`src/rtl/nnet_vector_length_fixer_if.sv`:
```
// nnet_vector_length_fixer_if: AXI-stream sample bus carrying 2*WIDTH-bit I/Q words.
interface nnet_vector_length_fixer_if #(parameter int WIDTH = 16);
  logic [2*WIDTH-1:0] tdata;
  logic tlast;
  logic tvalid;
  logic tready;
  modport master (output tdata, tlast, tvalid, input tready);
  modport slave (input tdata, tlast, tvalid, output tready);
endinterface

```
`src/rtl/nnet_vector_length_fixer.sv`:
```
// nnet_vector_length_fixer: pads short / truncates long vectors to exactly vec_len samples.
// Define NNET_VLF_STATUS_EN to get live short_cnt/long_cnt saturating counters.
module nnet_vector_length_fixer #(
  parameter int WIDTH = 16,
  parameter logic [2*WIDTH-1:0] PAD_VALUE = '0
) (
  input  logic clk,
  input  logic reset_n,
  input  logic clear,
  input  logic [15:0] vec_len,
  nnet_vector_length_fixer_if.slave src,
  nnet_vector_length_fixer_if.master dst,
  output logic [15:0] short_cnt,
  output logic [15:0] long_cnt
);
  typedef enum logic [1:0] {PASS, PAD, DROP} state_t;
  state_t state;
  logic [15:0] cnt, len_q, len_in, eff_len;
  logic last, beat, short_ev, long_ev;
  assign len_in = (vec_len == 16'd0) ? 16'd1 : vec_len;
  assign eff_len = (cnt == 16'd0) ? len_in : len_q;
  assign last = (cnt == eff_len - 16'd1);
  assign beat = (state == PASS) && src.tvalid && dst.tready;
  assign short_ev = beat && !last && src.tlast;
  assign long_ev = beat && last && !src.tlast;
  // Data path is purely combinational in PASS; only PAD substitutes the word.
  assign dst.tdata = (state == PAD) ? PAD_VALUE : src.tdata;
  assign dst.tvalid = (state == PASS) ? src.tvalid : (state == PAD);
  assign dst.tlast = (state != DROP) && last;
  assign src.tready = (state == PASS) ? dst.tready : (state == DROP);
  always_ff @(posedge clk or negedge reset_n) begin
    if (!reset_n) begin
      state <= PASS;
      cnt <= '0;
      len_q <= 16'd1;
    end else if (clear) begin
      state <= PASS;
      cnt <= '0;
      len_q <= 16'd1;
    end else begin
      case (state)
        PASS: if (beat) begin
          if (cnt == 16'd0) len_q <= len_in;
          cnt <= last ? 16'd0 : cnt + 16'd1;
          if (long_ev) state <= DROP;
          if (short_ev) state <= PAD;
        end
        PAD: if (dst.tready) begin
          cnt <= last ? 16'd0 : cnt + 16'd1;
          if (last) state <= PASS;
        end
        DROP: if (src.tvalid && src.tlast) state <= PASS;
        default: state <= PASS;
      endcase
    end
  end
`ifdef NNET_VLF_STATUS_EN
  always_ff @(posedge clk or negedge reset_n) begin
    if (!reset_n) begin
      short_cnt <= '0;
      long_cnt <= '0;
    end else if (clear) begin
      short_cnt <= '0;
      long_cnt <= '0;
    end else begin
      if (short_ev && short_cnt != 16'hFFFF) short_cnt <= short_cnt + 16'd1;
      if (long_ev && long_cnt != 16'hFFFF) long_cnt <= long_cnt + 16'd1;
    end
  end
`else
  assign short_cnt = '0;
  assign long_cnt = '0;
`endif
endmodule

```
`src/flat_wrapper.sv`:
```
// flat-port wrapper written by rule: the top's interface ports become plain ports
module nnet_vector_length_fixer_flat 
#(
  parameter int WIDTH = 16,
  parameter logic [2*WIDTH-1:0] PAD_VALUE = '0
)
  (clk, reset_n, clear, vec_len, short_cnt, long_cnt, src_tdata, src_tlast, src_tvalid, src_tready, dst_tdata, dst_tlast, dst_tvalid, dst_tready);
  nnet_vector_length_fixer_if #(.WIDTH(WIDTH)) src_i ();
  nnet_vector_length_fixer_if #(.WIDTH(WIDTH)) dst_i ();
  input  logic clk;
  input  logic reset_n;
  input  logic clear;
  input  logic [15:0] vec_len;
  output logic [15:0] short_cnt;
  output logic [15:0] long_cnt;
  input wire logic [$bits(src_i.tdata)-1:0] src_tdata;
  input wire logic [$bits(src_i.tlast)-1:0] src_tlast;
  input wire logic [$bits(src_i.tvalid)-1:0] src_tvalid;
  output wire logic [$bits(src_i.tready)-1:0] src_tready;
  output wire logic [$bits(dst_i.tdata)-1:0] dst_tdata;
  output wire logic [$bits(dst_i.tlast)-1:0] dst_tlast;
  output wire logic [$bits(dst_i.tvalid)-1:0] dst_tvalid;
  input wire logic [$bits(dst_i.tready)-1:0] dst_tready;
  assign src_i.tdata = src_tdata;
  assign src_i.tlast = src_tlast;
  assign src_i.tvalid = src_tvalid;
  assign src_tready = src_i.tready;
  assign dst_tdata = dst_i.tdata;
  assign dst_tlast = dst_i.tlast;
  assign dst_tvalid = dst_i.tvalid;
  assign dst_i.tready = dst_tready;
  nnet_vector_length_fixer #(.WIDTH(WIDTH), .PAD_VALUE(PAD_VALUE)) u_core (.clk(clk), .reset_n(reset_n), .clear(clear), .vec_len(vec_len), .src(src_i), .dst(dst_i), .short_cnt(short_cnt), .long_cnt(long_cnt));
endmodule
```
`config.mk`:
```
export PLATFORM = sky130hd
export DESIGN_NAME = nnet_vector_length_fixer_flat
export DESIGN_NICKNAME = d
export VERILOG_FILES = /design/src/rtl/nnet_vector_length_fixer_if.sv /design/src/rtl/nnet_vector_length_fixer.sv /design/src/flat_wrapper.sv
export SDC_FILE = /design/constraint.sdc
export NUM_CORES = 1
export LEC_CHECK = 0
export CELL_PAD_IN_SITES_DETAIL_PLACEMENT = 0
export CELL_PAD_IN_SITES_GLOBAL_PLACEMENT = 1
export CORE_AREA = 10 10 114 116
export CTS_BUF_LIST = sky130_fd_sc_hd__clkbuf_4
export DETAILED_ROUTE_END_ITERATION = 8
export DIE_AREA = 0 0 124 126
export GPL_ROUTABILITY_DRIVEN = 0
export PLACE_DENSITY_LB_ADDON = 0.2
export SLEW_MARGIN = 20
export SYNTH_ARGS = -nofsm -noshare
export SYNTH_HDL_FRONTEND = slang
export SYNTH_SLANG_ARGS = --single-unit
```
`constraint.sdc`:
```
create_clock -name clk -period 5.4 [get_ports clk]
set_clock_uncertainty 0.15 [all_clocks]
set_input_delay 0.54 -clock clk [delete_from_list [all_inputs] [get_ports clk]]
set_output_delay 0.54 -clock clk [all_outputs]
set_load 0.005 [all_outputs]
```
==> Word level (Yosys, flattened, before mapping) <==
Cells that the tools add are included.
{ "word_totals": {"reg_bits": 34, "latch_bits": 0, "ram_bits": 0, "mem_bits_ro": 0, "out_inout_bits": 67, "elab_cells": 54, "n_memories": 0} }
{ "op_classes": {"n_addsub": 2, "mul": 0, "div": 0, "magnitude_cmp": 0, "eq_ne": 9, "n_shift": 0, "n_mux": 21, "n_bitwise": 0, "reduce_logical": 19} }
{ "ops": {"columns": ["operator", "count"], "rows": [
  ["$mux W16", 9],
  ["$logic_not A16 Y1", 2],
  ["$mux W32", 1],
  ["$pmux W16 S2", 1],
  ["$add A16 B1 Y16 const B", 1],
  ["$eq A16 B16 Y1", 1],
  ["$sub A16 B1 Y16 const B", 1],
  ["$mux W2", 7],
  ["$logic_and A1 B1 Y1", 8],
  ["$ne A3 B2 Y1 const B", 2],
  ["$ne A3 B3 Y1 const B", 2],
  ["$pmux W2 S3", 1],
  ["$reduce_and A5 Y1", 1],
  ["$ne A4 B2 Y1 const B", 1],
  ["$reduce_bool A2 Y1", 2],
  ["$reduce_and A3 Y1", 1],
  ["$reduce_bool A3 Y1", 1],
  ["$eq A2 B1 Y1 const B", 1],
  ["$eq A2 B2 Y1 const B", 1],
  ["$logic_not A1 Y1", 2],
  ["$logic_not A2 Y1", 1],
  ["$mux W1", 2],
  ["$ne A2 B2 Y1 const B", 1],
  ["$reduce_and A2 Y1", 1]
]} }

==> Depth between registers and ports, before layout <==
{ "depth": {"word_depth": 12, "mapped_depth": 18, "depth_no_buf": 16} }

==> Worst setup path before layout <==
Ideal clock, no wire load.
{ "synth_timing": {"path_kind": "register -> register", "startpoint": "register u_core.cnt[0]", "endpoint": "register u_core.cnt[6]", "setup_time_ns": 0.121, "arrival_ns": 3.962, "t_required_ns": 5.129, "path_slack_ns": 1.167, "path_stages_with_launch": 18, "n_path_buf": 1, "period_less_slack_ns": 4.233, "cell_sequence": "dfrtp_1 > inv_1 > ha_1 > nor4b_2 > nand4_2 > a311o_1 > o21ai_0 > ha_1 > or3b_2 > nor4_1 > xor2_1 > mux2i_1 > xnor2_1 > nor4_4 > a41oi_4 > buf_6 > a21o_1 > a22o_1"} }
{ "synth_via": {"elab_chain_cells": 8, "word_cells_on_any_way": 10} }
{ "synth_lines": {"columns": ["item", "line_no", "rtl"], "rows": [
  ["start, declared", "nnet_vector_length_fixer.sv:18", "logic [15:0] cnt, len_q, len_in, eff_len;"],
  ["start signal, assigned", "nnet_vector_length_fixer.sv:44", "cnt <= last ? 16'd0 : cnt + 16'd1;"],
  ["start signal, assigned", "nnet_vector_length_fixer.sv:49", "cnt <= last ? 16'd0 : cnt + 16'd1;"],
  ["$logic_not A16 Y1", "nnet_vector_length_fixer.sv:21", "assign eff_len = (cnt == 16'd0) ? len_in : len_q;"],
  ["$mux W16", "nnet_vector_length_fixer.sv:21", null],
  ["$sub A16 B1 Y16", "nnet_vector_length_fixer.sv:22", "assign last = (cnt == eff_len - 16'd1);"],
  ["$eq A16 B16 Y1", "nnet_vector_length_fixer.sv:22", null],
  ["$mux W16 *", "nnet_vector_length_fixer.sv:44, nnet_vector_length_fixer.sv:49", null],
  ["$mux W16 (on tied branches)", "nnet_vector_length_fixer.sv:48, nnet_vector_length_fixer.sv:42", null],
  ["$pmux W16 S2 *", "nnet_vector_length_fixer.sv:41", "case (state)"],
  ["$mux W16 *", "nnet_vector_length_fixer.sv:36", "end else if (clear) begin"]
]} }
Mark *: on every way between the ends. The rest lies on a longest branch, timed or not. The select of a mux whose other input is x is not followed.
A chain may end at the register's enable or synchronous reset.

==> Final worst setup path <==
{ "layout_timing": {"startpoint": "register u_core.cnt[1]", "endpoint": "output dst_tlast"} }
{ "layout_via": {"elab_chain_cells": 5} }
{ "layout_lines": {"columns": ["item", "line_no", "rtl"], "rows": [
  ["$logic_not A16 Y1", "nnet_vector_length_fixer.sv:21", null],
  ["$mux W16", "nnet_vector_length_fixer.sv:21", null],
  ["$sub A16 B1 Y16", "nnet_vector_length_fixer.sv:22", null],
  ["$eq A16 B16 Y1 *", "nnet_vector_length_fixer.sv:22", null],
  ["$logic_and A1 B1 Y1 *", "nnet_vector_length_fixer.sv:29", "assign dst.tlast = (state != DROP) && last;"],
  ["end, declared", "flat_wrapper.sv:21", "output wire logic [$bits(dst_i.tlast)-1:0] dst_tlast;"]
]} }
Mark *: on every way between the ends. The rest lies on a longest branch, timed or not.

==> insert_results.sql <==
INSERT INTO impl_metrics (metric_group, metric, value, unit) VALUES
('grt', 'pin_count_of_the_biggest_net_entering_global_routing', '35', ''),
('floorplanning', 'initial_core_util', '33.5', '%'),
('cts', 'clkSlewWorstSetupHoldPaths', '0.12', 'ns'),
('worst_setup_path', 'crit_path_start_kind', 'register', ''),
('worst_setup_path', 'logic_depth_of_the_worst_setup_path_including_buffers', '16', ''),
('synthesis', 'synth_cell_types', '68', ''),
('drt', 'detail-route-antenna-nets', '0', ''),
('floorplanning', 'rows', '38', ''),
('worst_setup_path', 'endpoint_kind', 'primary output', ''),
('worst_setup_path', 'worstReg2RegStart', 'u_core.cnt[1]$_DFFE_PN0P_', ''),
('cts', 'tritoncts', 'built', ''),
('sta', 'timing.fmax', '0.203', 'GHz'),
('status', 'run_status', 'finished, final reports clean', ''),
('cells_and_area', 'share_of_final_layout_standard_cells_stronger_than_drive_strength_1', '13.7', '%'),
('worst_setup_path', 'rr_worst_depth', '17', ''),
('grt', 'via_count_of_the_first_global_routing_pass', '3705', ''),
('drt', 'route.vias.total', '3626', ''),
('drt', 'detail_route.wirelength', '12700', 'µm'),
('worst_setup_path', 'crit_arrival', '4.23', 'ns'),
('power', 'ir_worst_vdd', '0.0761', 'mV'),
('power', 'sw_frac_of_total', '41.9', '%'),
('cells_and_area', 'design_area', '4730', 'µm²'),
('floorplanning', 'design.die.area', '15600', 'µm²'),
('cts', 'worst_skew_pair.late_latency', '0.36', 'ns'),
('grt', 'gr-usage-all-layers', '16.0', '%'),
('cts', 'cts_max_path_buffers', '2', ''),
('worst_setup_path', 'worst_path_most_repeated_cell', 'sky130_fd_sc_hd__ha_2', ''),
('sta', 'final-hold-violation-count', '0', ''),
('flow_run', 'drv.max_cap_violation_count', '0', ''),
('worst_setup_path', 'path_buf_inv', '3', ''),
('worst_setup_path', 'timing.critical_path.cells', 'inv_1 -> ha_2 -> nor4b_4 -> nand4_2 -> a311o_1 -> o21ai_0 -> ha_2 -> buf_4 -> nand2b_1 -> mux2_2 -> o211ai_1 -> o2111ai_2 -> nor4_4 -> nand4_1 -> a21oi_2 -> dlymetal6s2s_1', ''),
('cells_and_area', 'layout.filler_cells', '1073', ''),
('placed_design', 'port_buffer_cells', '88', ''),
('placed_design', 'post-dp-hpwl', '10100', 'µm'),
('sta', 'tightest_slew', '0.852', 'ns'),
('power', 'combinationalPowerShare', '56.9', '%'),
('worst_setup_path', 'r2r-end', 'u_core.cnt[8]$_DFFE_PN0P_', ''),
('sta', 'final_period_minus_worst_setup_slack', '4.92', 'ns'),
('synthesis', 'netlist_instances', '448', ''),
('hold_path', 'min-delay-path-class', 'register to register', ''),
('synthesis', 'seq_area_frac_synth', '23.8', '%'),
('floorplanning', 'core_area', '10700', 'µm²'),
('worst_setup_path', 'worst-endpoint-required', '4.71', 'ns'),
('worst_setup_path', 'slowest_delay', '0.46', 'ns'),
('power', 'power.leakage', '1.90', 'nW'),
('power', 'seqPwrFrac', '28.0', '%'),
('worst_setup_path', 'critical-path-slowest-cell', 'sky130_fd_sc_hd__dfrtp_2', ''),
('power', 'p_int', '0.000596', 'W'),
('worst_setup_path', 'path_delay_family', 'compound AO/OA/AOI/OAI gates', ''),
('synthesis', 'synth_edf_count', '0', ''),
('drt', 'initialDrtViolationCount', '282', ''),
('sta', 'grt_setup_unrepaired', 'false', ''),
('synthesis', 'postSynth.asyncResetShare', '100', '%'),
('cells_and_area', 'fin_nets', '605', ''),
('cts', 'clock_tree.root_cell', 'sky130_fd_sc_hd__clkbuf_4', ''),
('drt', 'remaining_drc_errors', '0', ''),
('sta', 'setup_violations', '0', ''),
('synthesis', 'synthesis.area_per_instance', '7.99', 'µm²'),
('floorplanning', 'die_width', '124', 'µm'),
('sta', 'final.period_utilization', '91.1', '%'),
('grt', 'grt_first_pass_wirelength', '20300', 'µm'),
('worst_setup_path', 'rrSetupSlack', '0.81', 'ns'),
('power', 'power_per_cell_area', '217', 'nW/µm²'),
('grt', 'grt.overflow.total', '0', ''),
('cts', 'hold_buffers', '0', ''),
('worst_setup_path', 'cp-startpoint', 'u_core.cnt[1]$_DFFE_PN0P_', ''),
('synthesis', 'flops_latches_synth', '34', ''),
('cts', 'cts.sinks', '34', ''),
('power', 'clkPwrFrac', '15.1', '%'),
('cells_and_area', 'area_growth_syn_to_layout', '32.0', '%'),
('cts', 'cts_inserted_buffers', '5', '');
cells by family (layout without fill, tap and decap cells):
kind of cell / Yosys count / after routing / share of synthesized area [%]
multiplexers: 14 / 14 / 3.95
buffers and inverters: 70 / 140 / 11.7
AO/OA/AOI/OAI: 81 / 81 / 16.8
XOR/XNOR: 26 / 26 / 6.36
AND/OR/NAND/NOR: 219 / 219 / 36.2
adder cells (fa/ha/maj): 3 / 3 / 1.05
other: 1 / 33 / 0.105
flip-flops: 34 / 34 / 23.8
per-layer routing:
layer / global-route usage [%] / wire length [µm]
met3: 6.30 / 1360
met1: 19.3 / 5260
met4: 5.28 / 268
met5: 0 / 0
met2: 25.3 / 5840
per-stage QoR:
step | hold slack (ns) | util [%] | total power [W] | instances | setup slack [ns]
2_1_floorplan | 0.0944 | - | 0.000660 | 479 | 1.17
3_3_place_gp | 0.380 | 43.0 | 0.000839 | 678 | 0.109
3_5_place_dp | 0.396 | 43.0 | 0.000841 | 678 | 0.0660
4_1_cts | 0.415 | 43.9 | 0.00101 | 688 | 0.00995
5_1_grt | 0.425 | 44.2 | 0.00109 | 690 | 0.198
6_report | 0.394 | 44.2 | 0.00103 | 690 | 0.479
synth_stat cells, types with 8 or more instances:
cell,instances,area share [%]
sky130_fd_sc_hd__nand2_1,52,5.5
sky130_fd_sc_hd__dfrtp_1,33,23
sky130_fd_sc_hd__and2_1,34,5.9
sky130_fd_sc_hd__nand2b_1,8,1.4
sky130_fd_sc_hd__buf_2,9,1.3
sky130_fd_sc_hd__inv_1,10,1.0
sky130_fd_sc_hd__nor4_1,11,1.9
sky130_fd_sc_hd__xnor2_1,16,3.9
sky130_fd_sc_hd__buf_4,34,7.1
sky130_fd_sc_hd__mux2i_1,13,3.6
sky130_fd_sc_hd__xor2_1,10,2.4
sky130_fd_sc_hd__nor2_1,33,3.5
sky130_fd_sc_hd__nor3_1,13,1.8
sky130_fd_sc_hd__clkbuf_1,13,1.4
sky130_fd_sc_hd__a21oi_1,23,3.2
sky130_fd_sc_hd__or3_1,12,2.1
sky130_fd_sc_hd__nand3_1,14,2.0
worst min path at each step:
stage	startpoint	endpoint	slack, ns	cells past startpoint
final	u_core.state[0]$_DFFE_PN0P_	u_core.state[1]$_DFFE_PN0P_	0.39	1
after global routing	u_core.state[0]$_DFFE_PN0P_	u_core.state[1]$_DFFE_PN0P_	0.43	1
after CTS	u_core.state[0]$_DFFE_PN0P_	u_core.state[1]$_DFFE_PN0P_	0.41	1
after detailed placement	u_core.state[0]$_DFFE_PN0P_	u_core.state[1]$_DFFE_PN0P_	0.40	1
after global placement	u_core.len_q[15]$_DFFE_PN0P_	u_core.len_q[15]$_DFFE_PN0P_	0.38	2
after floorplan	reset_n	u_core.cnt[0]$_DFFE_PN0P_	0.09	0
cell type report:
cell class	instances	area (µm²)	area share, %
multi-input cells	375	2460	52.1
repair buffers	122	1140	24.1
flip-flops and latches	34	853	18.0
well taps	140	175	3.70
clock buffers	7	52.6	1.11
inverters	10	37.5	0.794
clock inverters	1	3.75	0.0794
diodes	1	2.50	0.0529
cell usage in the layout, fill, tap and decap left out, drive strengths merged, types with 3 or more instances in the layout:
master | Yosys | routed
and4 | 3 | 3
buf | 45 | 34
nor3 | 15 | 15
or3 | 12 | 12
nor4 | 17 | 17
a22o | 6 | 6
mux2i | 13 | 13
o311ai | 4 | 4
xnor2 | 16 | 16
and2 | 34 | 34
nand2 | 52 | 52
inv | 10 | 10
clkbuf | 15 | 7
nand4 | 4 | 4
o2111ai | 3 | 3
clkdlybuf4s50 | 0 | 87
a21o | 6 | 6
nor2 | 33 | 33
o211ai | 4 | 4
nand2b | 9 | 9
ha | 3 | 3
a21oi | 25 | 25
conb | 1 | 32
nand3 | 14 | 14
nor4b | 6 | 6
a211o | 3 | 3
dfrtp | 33 | 33
a211oi | 5 | 5
or4 | 7 | 7
xor2 | 10 | 10
o21ai | 9 | 9
or2 | 4 | 4
timing repair:
action | CTS | global route
gates cloned | 0 | 0
resized for setup | 4 | 6
endpoints found under the setup margin | 1 | 1
pin swaps | 1 | 6
setup buffers | 2 | 1
sequential cells by signal, indices dropped and copies added (netlist names):
signal	cells
u_core.cnt	16
u_core.state	2
u_core.len_q	16
power groups by stage:
stage | logic, W | clock network, W | registers, W
after CTS | 0.000564 | 0.000164 | 0.000286
after global placement | 0.000548 | 0 | 0.000291
final | 0.000584 | 0.000155 | 0.000287
after global routing | 0.000632 | 0.000173 | 0.000290
after floorplan | 0.000376 | 0 | 0.000284
after detailed placement | 0.000549 | 0 | 0.000291
No activity file was read; power rests on OpenSTA's default activity.
